File: config.mk
export PLATFORM = sky130hd
export DESIGN_NAME = hough_peak_finder
export DESIGN_NICKNAME = d
export VERILOG_FILES = /design/src/rtl/hough_peak_finder_pkg.sv /design/src/rtl/peak_sorter.sv /design/src/rtl/hough_peak_finder.sv
export SDC_FILE = /design/constraint.sdc
export NUM_CORES = 1
export LEC_CHECK = 0
export BUFFER_PORTS_ARGS = -buffer_cell sky130_fd_sc_hd__buf_2
export CAP_MARGIN = 40
export CORE_MARGIN = 1.5
export CORE_UTILIZATION = 40
export DETAILED_ROUTE_END_ITERATION = 6
export PLACE_DENSITY_LB_ADDON = 0.12
export SETUP_SLACK_MARGIN = 0.1
export SKIP_LAST_GASP = 1
export SLEW_MARGIN = 20
export SYNTH_ARGS = -nofsm -noshare
export SYNTH_HDL_FRONTEND = slang
export SYNTH_SLANG_ARGS = --single-unit
export TNS_END_PERCENT = 20
File: constraint.sdc
create_clock -name clk -period 6.8 [get_ports clk]
set_clock_uncertainty 0.15 [all_clocks]
set_input_delay 1.36 -clock clk [delete_from_list [all_inputs] [get_ports clk]]
set_output_delay 1.36 -clock clk [all_outputs]
set_load 0.01 [all_outputs]
File: src/rtl/hough_peak_finder_pkg.sv
// Shared Hough accumulator geometry, FSM state type and cell-to-(r, angle) helpers.
// The vote writer uses the same constants, so both sides agree on the address layout.
package hough_peak_finder_pkg;

   localparam int unsigned NUM_ANGLES  = 45;
   localparam int unsigned ANGLE_STEP  = 4;
   localparam int unsigned R_BINS_LOG2 = 11;
   localparam int          R_OFFSET    = 1024;
   localparam int unsigned COUNT_W     = 16;
   localparam int unsigned ADDR_W      = 17;
   localparam int unsigned R_W         = 12;
   localparam int unsigned ANGLE_W     = 8;

   typedef enum logic [1:0] {StIdle, StScan, StDrain} state_e;

   function automatic logic signed [R_W-1:0] bin_to_r(input logic [15:0] bin);
      return R_W'(int'(bin) - R_OFFSET);
   endfunction

   function automatic logic [ANGLE_W-1:0] row_to_angle(input logic [15:0] row);
      return ANGLE_W'(int'(row) * int'(ANGLE_STEP));
   endfunction

endpackage

File: src/rtl/peak_sorter.sv
// Descending-count peak list with single-cycle insertion; equal counts never displace,
// so earlier cells win ties.
module peak_sorter
   import hough_peak_finder_pkg::*;
#(
   parameter int unsigned NUM_PEAKS = 4,
   parameter int unsigned CNT_W     = 16,
   parameter int unsigned ROW_W     = 6,
   parameter int unsigned BIN_W     = 11
) (
   input  logic                  clk_i,
   input  logic                  rst_i,
   input  logic                  clr_i,
   input  logic [CNT_W-1:0]      threshold_i,
   input  logic                  in_valid_i,
   input  logic [CNT_W-1:0]      in_count_i,
   input  logic [ROW_W-1:0]      in_row_i,
   input  logic [BIN_W-1:0]      in_bin_i,
   output logic                  valid_o [NUM_PEAKS],
   output logic [CNT_W-1:0]      count_o [NUM_PEAKS],
   output logic signed [R_W-1:0] r_o     [NUM_PEAKS],
   output logic [ANGLE_W-1:0]    angle_o [NUM_PEAKS]
);

   logic                  valid_q [NUM_PEAKS];
   logic                  valid_d [NUM_PEAKS];
   logic [CNT_W-1:0]      count_q [NUM_PEAKS];
   logic [CNT_W-1:0]      count_d [NUM_PEAKS];
   logic signed [R_W-1:0] r_q     [NUM_PEAKS];
   logic signed [R_W-1:0] r_d     [NUM_PEAKS];
   logic [ANGLE_W-1:0]    angle_q [NUM_PEAKS];
   logic [ANGLE_W-1:0]    angle_d [NUM_PEAKS];

   logic [NUM_PEAKS-1:0]  ge;
   logic                  insert;
   logic signed [R_W-1:0] in_r;
   logic [ANGLE_W-1:0]    in_angle;

   assign in_r     = bin_to_r(16'(in_bin_i));
   assign in_angle = row_to_angle(16'(in_row_i));

   always_comb begin
      // ge is monotonic over the sorted list: the first set bit is the insertion slot
      for (int i = 0; i < NUM_PEAKS; i++) begin
         ge[i]      = !valid_q[i] || (in_count_i > count_q[i]);
         valid_d[i] = valid_q[i];
         count_d[i] = count_q[i];
         r_d[i]     = r_q[i];
         angle_d[i] = angle_q[i];
      end
      insert = in_valid_i && (in_count_i >= threshold_i) && ge[NUM_PEAKS-1];
      if (clr_i) begin
         for (int i = 0; i < NUM_PEAKS; i++) begin
            valid_d[i] = 1'b0;
            count_d[i] = '0;
            r_d[i]     = '0;
            angle_d[i] = '0;
         end
      end else if (insert) begin
         if (ge[0]) begin
            valid_d[0] = 1'b1;
            count_d[0] = in_count_i;
            r_d[0]     = in_r;
            angle_d[0] = in_angle;
         end
         for (int i = 1; i < NUM_PEAKS; i++) begin
            if (ge[i] && ge[i-1]) begin
               valid_d[i] = valid_q[i-1];
               count_d[i] = count_q[i-1];
               r_d[i]     = r_q[i-1];
               angle_d[i] = angle_q[i-1];
            end else if (ge[i]) begin
               valid_d[i] = 1'b1;
               count_d[i] = in_count_i;
               r_d[i]     = in_r;
               angle_d[i] = in_angle;
            end
         end
      end
   end

   always_ff @(posedge clk_i or posedge rst_i) begin
      if (rst_i) begin
         for (int i = 0; i < NUM_PEAKS; i++) begin
            valid_q[i] <= 1'b0;
            count_q[i] <= '0;
            r_q[i]     <= '0;
            angle_q[i] <= '0;
         end
      end else begin
         for (int i = 0; i < NUM_PEAKS; i++) begin
            valid_q[i] <= valid_d[i];
            count_q[i] <= count_d[i];
            r_q[i]     <= r_d[i];
            angle_q[i] <= angle_d[i];
         end
      end
   end

   assign valid_o = valid_q;
   assign count_o = count_q;
   assign r_o     = r_q;
   assign angle_o = angle_q;

endmodule

File: src/rtl/hough_peak_finder.sv
// Scans the whole Hough accumulator once per start, optionally clearing it behind the read,
// and keeps the NUM_PEAKS strongest cells for readback via peak_sel.
module hough_peak_finder #(
   parameter int unsigned NUM_ANGLES  = hough_peak_finder_pkg::NUM_ANGLES,
   parameter int unsigned R_BINS_LOG2 = hough_peak_finder_pkg::R_BINS_LOG2,
   parameter int unsigned COUNT_W     = hough_peak_finder_pkg::COUNT_W,
   parameter int unsigned NUM_PEAKS   = 4,
   parameter int unsigned RD_LATENCY  = 2,
   localparam int unsigned SEL_W      = (NUM_PEAKS > 1) ? $clog2(NUM_PEAKS) : 1
) (
   input  logic                                             clk,
   input  logic                                             reset,
   input  logic                                             start,
   input  logic [COUNT_W-1:0]                               threshold,
   input  logic                                             clear_en,
   output logic                                             busy,
   output logic                                             done,
   output logic [hough_peak_finder_pkg::ADDR_W-1:0]         acc_raddr,
   input  logic [COUNT_W-1:0]                               acc_rdata,
   output logic                                             acc_we,
   output logic [hough_peak_finder_pkg::ADDR_W-1:0]         acc_waddr,
   output logic [COUNT_W-1:0]                               acc_wdata,
   input  logic [SEL_W-1:0]                                 peak_sel,
   output logic                                             peak_valid,
   output logic signed [hough_peak_finder_pkg::R_W-1:0]     peak_r,
   output logic [hough_peak_finder_pkg::ANGLE_W-1:0]        peak_angle,
   output logic [COUNT_W-1:0]                               peak_count
);

   import hough_peak_finder_pkg::*;

   localparam int unsigned       ROW_W     = ADDR_W - R_BINS_LOG2;
   localparam int unsigned       NUM_CELLS = NUM_ANGLES << R_BINS_LOG2;
   localparam logic [ADDR_W-1:0] LAST_ADDR = ADDR_W'(NUM_CELLS - 1);

   state_e              state_q;
   logic [ADDR_W-1:0]   raddr_q;
   logic                addr_vld_q;
   logic [ADDR_W-1:0]   pipe_addr_q [RD_LATENCY];
   logic                pipe_vld_q  [RD_LATENCY];
   logic [COUNT_W-1:0]  thresh_q;
   logic                clr_q;
   logic                done_q;

   logic                cons_vld;
   logic [ADDR_W-1:0]   cons_addr;
   logic                list_clr;

   logic                  ent_valid [NUM_PEAKS];
   logic [COUNT_W-1:0]    ent_count [NUM_PEAKS];
   logic signed [R_W-1:0] ent_r     [NUM_PEAKS];
   logic [ANGLE_W-1:0]    ent_angle [NUM_PEAKS];

   // The last pipeline stage lines up with acc_rdata for the address it carries
   assign cons_vld  = pipe_vld_q[RD_LATENCY-1];
   assign cons_addr = pipe_addr_q[RD_LATENCY-1];
   assign list_clr  = start && (state_q == StIdle);

   always_ff @(posedge clk or posedge reset) begin
      if (reset) begin
         state_q    <= StIdle;
         raddr_q    <= '0;
         addr_vld_q <= 1'b0;
         thresh_q   <= '0;
         clr_q      <= 1'b0;
         done_q     <= 1'b0;
         for (int i = 0; i < RD_LATENCY; i++) begin
            pipe_addr_q[i] <= '0;
            pipe_vld_q[i]  <= 1'b0;
         end
      end else begin
         done_q         <= 1'b0;
         pipe_addr_q[0] <= raddr_q;
         pipe_vld_q[0]  <= addr_vld_q;
         for (int i = 1; i < RD_LATENCY; i++) begin
            pipe_addr_q[i] <= pipe_addr_q[i-1];
            pipe_vld_q[i]  <= pipe_vld_q[i-1];
         end
         unique case (state_q)
            StIdle: begin
               if (start) begin
                  state_q    <= StScan;
                  raddr_q    <= '0;
                  addr_vld_q <= 1'b1;
                  thresh_q   <= threshold;
                  clr_q      <= clear_en;
               end
            end
            StScan: begin
               if (raddr_q == LAST_ADDR) begin
                  addr_vld_q <= 1'b0;
                  state_q    <= StDrain;
               end else begin
                  raddr_q <= raddr_q + ADDR_W'(1);
               end
            end
            StDrain: begin
               if (cons_vld && (cons_addr == LAST_ADDR)) begin
                  state_q <= StIdle;
                  done_q  <= 1'b1;
               end
            end
            default: state_q <= StIdle;
         endcase
      end
   end

   assign busy      = (state_q != StIdle);
   assign done      = done_q;
   assign acc_raddr = raddr_q;
   assign acc_we    = cons_vld && clr_q;
   assign acc_waddr = cons_addr;
   assign acc_wdata = '0;

   peak_sorter #(
      .NUM_PEAKS (NUM_PEAKS),
      .CNT_W     (COUNT_W),
      .ROW_W     (ROW_W),
      .BIN_W     (R_BINS_LOG2)
   ) u_sorter (
      .clk_i       (clk),
      .rst_i       (reset),
      .clr_i       (list_clr),
      .threshold_i (thresh_q),
      .in_valid_i  (cons_vld),
      .in_count_i  (acc_rdata),
      .in_row_i    (cons_addr[ADDR_W-1:R_BINS_LOG2]),
      .in_bin_i    (cons_addr[R_BINS_LOG2-1:0]),
      .valid_o     (ent_valid),
      .count_o     (ent_count),
      .r_o         (ent_r),
      .angle_o     (ent_angle)
   );

   always_comb begin
      peak_valid = 1'b0;
      peak_r     = '0;
      peak_angle = '0;
      peak_count = '0;
      for (int i = 0; i < NUM_PEAKS; i++) begin
         if (SEL_W'(i) == peak_sel) begin
            peak_valid = ent_valid[i];
            peak_r     = ent_r[i];
            peak_angle = ent_angle[i];
            peak_count = ent_count[i];
         end
      end
   end

endmodule

After elaboration in Yosys (flattened, before gate mapping)
Cells that the tools add are included.

Bits in registers: 222. Bits of input ports: 38. Word-level logic and storage cells: 141.

$add $sub $neg: 2. $lt $le $gt $ge: 5. Equal/unequal tests: 11. Multiplexer cells: 64. Reductions and logical operators: 33.

Operator list (number): 2-to-1 mux 16 bit (11); 2-to-1 mux 12 bit (11); 2-to-1 mux 64 bit (2); 2-to-1 mux 48 bit (2); 2-to-1 mux 8 bit (11); greater-than comparator 16 bit (4); 2-to-1 mux 32 bit (2); == test 17 bit (second input constant) (2); 2-to-1 mux 17 bit (2); one-hot mux 17 bit (2 select lines) (1); adder 17 x 1 -> 17 bit (second input constant) (1); >= comparator 16 bit (1); 2-to-1 mux 1 bit (15); subtractor 11 x 11 -> 12 bit (second input constant) (1); AND reduction 2 bit (5); AND reduction 3 bit (3); nonzero test 3 bit (3); logical AND 1 bit (8); 2-to-1 mux 4 bit (2); inequality test 2 bit (second input constant) (4); nonzero test 2 bit (4); 2-to-1 mux 2 bit (3); one-hot mux 2 bit (3 select lines) (1); == test 2 bit (first input constant) (2); 7 further kinds (14).

Logic depth before layout (Yosys ltp)
Gate-level depths: netlist of run 1.

Depth after elaboration: 6. Gate-level depth with buffers: 11. Depth with buffers taken out: 9.

By module
Synthesis of run 1 repeated with hierarchy kept, for this count alone.

Cells, all modules: 1268. Area total of the unflattened synthesis: 12723.5 µm².

Modules (own cells, without submodules): peak_sorter (times used 1, cells each 952, area each 8863.5 µm²); hough_peak_finder (times used 1, cells each 316, area each 3860.0 µm²).

Worst setup path before layout of run 1
No wires, ideal clock.

Path kind: input port to output port. From: in peak_sel[0]. To: out peak_r[11] (netlist name). Data arrival time: 2.984 ns. Required time: 5.290 ns. Slack: 2.306 ns. Stages on the path: 4. Buffers on the path: 3. Cells stage by stage: clkbuf_1 > buf_1 > mux4_2 > buf_4.

Word-level cells in the longest chain between the ends: 5. Elaborated cells on any way between the ends: 8. Those cells by class: eq/ne (3); mux (4); reduce/logical (1).

Ends and longest elaborated chain: start, declared (line hough_peak_finder.sv:23) `input logic [SEL_W-1:0] peak_sel,`; zero test 2 bit (line hough_peak_finder.sv:141) `if (SEL_W'(i) == peak_sel) begin`; 2-to-1 mux 12 bit (3 in a row) (line hough_peak_finder.sv:141); 2-to-1 mux 12 bit (*) (line hough_peak_finder.sv:141); end, declared (line hough_peak_finder.sv:25) `output logic signed [hough_peak_finder_pkg::R_W-1:0] peak_r,`.

Every way passes the cells marked *; elsewhere a longest branch is shown, timed or not.

Worst setup path after layout of run 1
From: in peak_sel[0]. To: out peak_count[15].

Word-level cells in the longest chain between the ends: 5. Elaborated cells on any way between the ends: 8. Those cells by class: eq/ne (3); mux (4); reduce/logical (1).

Ends and longest elaborated chain: zero test 2 bit (line hough_peak_finder.sv:141); 2-to-1 mux 16 bit (3 in a row) (line hough_peak_finder.sv:141); 2-to-1 mux 16 bit (*) (line hough_peak_finder.sv:141); end, declared (line hough_peak_finder.sv:27) `output logic [COUNT_W-1:0] peak_count`.

Marked as above.

==> metrics.txt, run 1 <==
CTS sink count=210; Die X=174.9 um; Nets=1360; TNS Setup=0 ns; vias in the first global route=8860; vias=9025; pre-CTS setup slack=1.806 ns; number of flops mapped to enable cells by yosys=0; Multi-input gate area=0.005739 mm2; number of setup violations in the final report=0; FF+latch area=0.005255 mm2; final core utilization=46.88%; Final min period=4.647 ns; post_cts resized=0; Buffers on Ports=109; worst skew pair latency=0.55 ns; Avg Cell Area, Syn=10.05 um2; crit-path max FO=20; CP arrival=3.14 ns; Mapped Cells=1176; CTS tree=built; P_leak=6.143 nW; crit path capture type=primary output; FF-to-FF End=u_sorter.angle_o[10]$_DFFE_PP0P_; CTS Buf Count=26; initial detailed-routing violation count=578; antenna violations before repair=3; row count=62; drt drc=0; min-delay src=pipe_addr_q[28]$_DFF_PP0_; maximum operating frequency=0.2152 GHz; Die Span Y=174.9 um; fin cells=1647; Root Driver=clkbuf_16; layout cells sized above 1=17.05%; Seq/Total Area, Yosys=44.48%; Synth warnings=0; clock buffer depth=3; Final Power=2.858 mW; Post-synth top cells=dfrtp_1, o21ai_0, a21oi_1; CTS Hold Buffers Added=0; Cell variety after synth=54; Starting Density=40.94%; flop2flop setup slack=2.93 ns; Die ar.=0.03057 mm2; cell taking the most area after synthesis=dfrtp_1; I/O pins=128; Initial DRT Pass Iterations=5; r2r worst-path depth=11; Critical Path RT=5.29 ns; FF+latch count, synth=210; Core Area=0.02886 mm2; clock-pin slew on the worst setup and hold paths=0.06 ns; reg2reg start=u_sorter.count_o[15]$_DFFE_PP0P_; top-count cell post-synth=dfrtp_1; worst slew pin tran=0.9375 ns; pin count of the biggest net entering global routing=168; first-pass GRT wire length=52880 um; Slew Limit Fails=0; maximum vdd drop=174.3 uV; Synth top area share=44.48%; status=complete, no violations; Fillers=2771; slack of the critical path=2.153 ns; total grt overflow=0; post-route ant nets=0; fin crit share=68.34%; relative slew slack=37.50%; wire per inst=20.12 um; Max H-tree Level=1; RSZ-0062 raised after global routing=false; final hold vios=0; Final GP Congestion=0.8502; Placed Cells=1596; post-synthesis cell area=0.01181 mm2; Routed WL=33140 um; Power Dens Cells=211.3 mW/mm2; Max-Cap Viols=0; top post-synthesis cells by area=dfrtp_1, ha_1, mux4_2, o21ai_0, mux2i_1; # Post-CTS Setup Buffers=0; ys flop type=dfrtp_1; HPWL Detailed=22250 um; drt via density=5.480; Worst Hold Class=reg -> reg; Area growth syn-to-layout=14.51%; GRT Util Overall=22.16%; CP Launch Type=input pin; Min-Delay Path Depth=0; Hold Crit Endpoint=acc_waddr[11]$_DFF_PP0_; critical setup path kind=in -> out; Async SR Flop Fraction=100.0%
## registers in the layout (all words and copies together) (netlist names)
signal / flops
acc_raddr: 17
acc_waddr: 17
addr_vld_q: 1
clr_q: 1
cons_vld: 1
done: 1
pipe_addr_q: 17
pipe_vld_q: 1
state_q: 2
thresh_q: 16
u_sorter.angle_o: 24
u_sorter.count_o: 64
u_sorter.r_o: 44
u_sorter.valid_o: 4
## cell type report
cell class	count	area share, %
multi-input cells	791	42.42
flip-flops and latches	210	38.85
repair buffers	126	5.975
clock buffers	35	5.429
well taps	384	3.552
inverters	86	2.414
clock inverters	13	1.323
diodes	2	0.03700
## power by group
part | switching [mW] | internal (mW) | total [mW]
clock network | 0.561 | 0.909 | 1.47
logic | 0.0914 | 0.0451 | 0.137
registers | 0.000908 | 1.25 | 1.25
## worst max path at each step
| stage | startpoint | end | slack, ns | cells after the start |
|---|---|---|---|---|
| floorplan | peak_sel[0] | peak_r[11] | 2.31 | 4 |
| detailed placement | acc_rdata[15] | u_sorter.r_o[16]$_DFFE_PP0P_ | 1.81 | 11 |
| finish | peak_sel[0] | peak_count[15] | 2.15 | 4 |
| global route | peak_sel[0] | peak_count[15] | 1.99 | 4 |
| CTS | peak_sel[0] | peak_count[15] | 2.08 | 4 |
| global placement | acc_rdata[15] | u_sorter.count_o[20]$_DFFE_PP0P_ | 1.64 | 10 |
## routing by layer
layer	up-vias	part of all wire [%]	GRT usage (%)
met5	-	0.036	0
met4	2	2.0	5.342
met3	40	5.5	4.243
met2	212	44	33.50
met1	4460	49	32.69
li1	4311	-	-
## through the flow
stage	instance area (um2)	hold WS, ns
global route	13520	0.2008
finish	13530	0.1961
CTS	13500	0.1977
detailed placement	12580	0.1847
global placement	12430	0.1814
floorplan	11880	0.1812
## layout by cell type (no fill, tap or decap), drive strengths merged, types with 5 or more instances in the layout
cell type	count
nor2	26
nand2b	5
a21oi	113
and3	10
and4	7
mux2i	68
xnor2	5
o31ai	5
nor3	19
inv	85
clkinv	8
clkbuf	35
o2bb2ai	34
o21ai	146
conb	18
nand3	52
ha	81
buf	126
dfrtp	210
nand4	18
nand2	101
xor2	6
mux4	34
## kinds of logic after synthesis
family / synth area share (%)
AOI/OAI and AO/OA: 15.88
adders and majority gates: 8.579
muxes: 12.24
DFF: 44.48
xor gates and xnor gates: 0.8155
and+or+nand+nor: 10.24
buffers and inverters: 7.731
other: 0.03174
## critical path: stages
cell and delay [ns]:
buf_2 0.58, buf_4 0.44, mux4_2 0.59, buf_2 0.16
No activity file was read; power rests on OpenSTA's default activity.
==> run 2: changes to the inputs <==
==> constraint.sdc (replaced) <==
create_clock -name clk -period 3.7 [get_ports clk]
set_clock_uncertainty 0.15 [all_clocks]
set_input_delay 0.74 -clock clk [delete_from_list [all_inputs] [get_ports clk]]
set_output_delay 0.74 -clock clk [all_outputs]
set_load 0.01 [all_outputs]
==> metrics.txt, run 2 (synthesized netlist as in run 1, its figures left out) <==
drt drc=0; Starting Density=40.94%; Root Driver=clkbuf_16; Max-Cap Viols=0; Routed WL=32760 um; Nets=1378; Buffers on Ports=109; critical setup path kind=in -> reg; fin crit share=83.70%; pin count of the biggest net entering global routing=59; CTS Hold Buffers Added=0; Max H-tree Level=1; CP arrival=3.39 ns; drt via density=5.427; Final GP Congestion=0.8549; CTS tree=built; P_leak=6.258 nW; total grt overflow=0; worst skew pair latency=0.54 ns; post_cts resized=0; Worst path slowest cell=nor4_1; commonest non-fill, non-tap cell in the layout=dfrtp_1; pre-CTS setup slack=0.08992 ns; Area growth syn-to-layout=16.18%; Initial DRT Pass Iterations=5; max reg flops=64; antenna violations before repair=3; CP Launch Type=input pin; # Post-CTS Setup Buffers=0; I/O pins=128; CP max stage delay=0.53 ns; crit path capture type=flop; first-pass GRT wire length=52120 um; Worst path most repeated cell=buf_4; Critical Path RT=3.99 ns; maximum vdd drop=335.7 uV; Die Span Y=174.9 um; CTS Buf Count=26; TNS Setup=0 ns; Die ar.=0.03057 mm2; CTS sink count=210; Fillers=2732; Die X=174.9 um; initial detailed-routing violation count=756; status=complete, no violations; layout cells sized above 1=18.30%; slack of the critical path=0.6029 ns; relative slew slack=47.39%; number of setup violations in the final report=0; Worst Hold Class=in -> async; Final min period=3.097 ns; vias in the first global route=8874; RSZ-0062 raised after global routing=false; GRT Util Overall=21.76%; maximum operating frequency=0.3229 GHz; Power Dens Cells=393.0 mW/mm2; row count=62; Slew Limit Fails=0; clock-pin slew on the worst setup and hold paths=0.06 ns; HPWL Detailed=22540 um; worst slew pin tran=0.7891 ns; post-route ant nets=0; vias=9031; crit-path max FO=20; final hold vios=0; wire per inst=19.69 um; Core Area=0.02886 mm2; clock buffer depth=3; most frequent cells in the layout=dfrtp_1, o21ai_0, a21oi_1; CP cell instances=buf_2 -> buf_4 -> ha_1 -> nand4_1 -> nor4_1 -> a21boi_1 -> o31a_1 -> and2_2 -> buf_4 -> nor2_1 -> a311oi_1
run 2: stage by stage:
step	utilization [%]	instance area, um2	total power [mW]	hold slack, ns	cells
finish	47.56	13730	5.395	0.09716	1664
global route	47.55	13720	5.572	0.1208	1663
CTS	47.55	13720	5.458	0.08906	1663
detailed placement	44.17	12750	2.608	0.1847	1615
global placement	44.17	12750	2.606	0.1827	1615
floorplan	-	11880	2.505	0.1812	1193
run 2: critical path, delay by kind of cell:
| family | cells | cell delay, ns |
|---|---|---|
| adders and majority gates | 1 | 0.29 |
| buffers and inverters | 3 | 0.58 |
| AOI/OAI and AO/OA | 3 | 0.73 |
| and+or+nand+nor | 4 | 1.04 |
run 2: final timing paths:
path / start / end / slack (ns) / cells after the start
max in group asynchronous: reset / u_sorter.count_o[31]$_DFFE_PP0P_ / 2.59 / 3
min in group clk: pipe_addr_q[29]$_DFF_PP0_ / acc_waddr[12]$_DFF_PP0_ / 0.19 / 0
hold / removal: reset / u_sorter.count_o[19]$_DFFE_PP0P_ / 0.1 / 2
setup / recovery: acc_rdata[14] / u_sorter.valid_o[1]$_DFFE_PP0P_ / 0.60 / 11
setup reg to reg: u_sorter.count_o[15]$_DFFE_PP0P_ / u_sorter.valid_o[1]$_DFFE_PP0P_ / 0.67 / 10
hold reg to reg: pipe_addr_q[29]$_DFF_PP0_ / acc_waddr[12]$_DFF_PP0_ / 0.19 / 0
run 2: power by group:
| part | internal (mW) | switching [mW] | total (mW) | leakage, nW |
|---|---|---|---|---|
| Combinational | 0.0898 | 0.173 | 0.262 | 3.05 |
| Clock | 1.81 | 1.02 | 2.83 | 0.476 |
| Sequential | 2.30 | 0.00161 | 2.30 | 2.73 |
run 2: final cells by class:
class                      instances  area (um2)  share of cell area (%)
antenna                            1       2.502                 0.01823
clock buffer                      34       730.7                   5.324
clock inverter                    14       245.2                   1.787
inverter                          86       326.6                   2.379
multi-input combinational        791        5739                   41.81
sequential                       210        5255                   38.29
tap                              384       480.5                   3.500
timing repair buffer             144       945.9                   6.892
run 2: per-layer routing:
layer	wire, um	up-vias	GRT usage (%)
met5	13	-	0
met4	477	2	4.095
met3	2023	36	4.025
met2	14940	237	34.08
met1	15310	4426	31.67
li1	-	4330	-
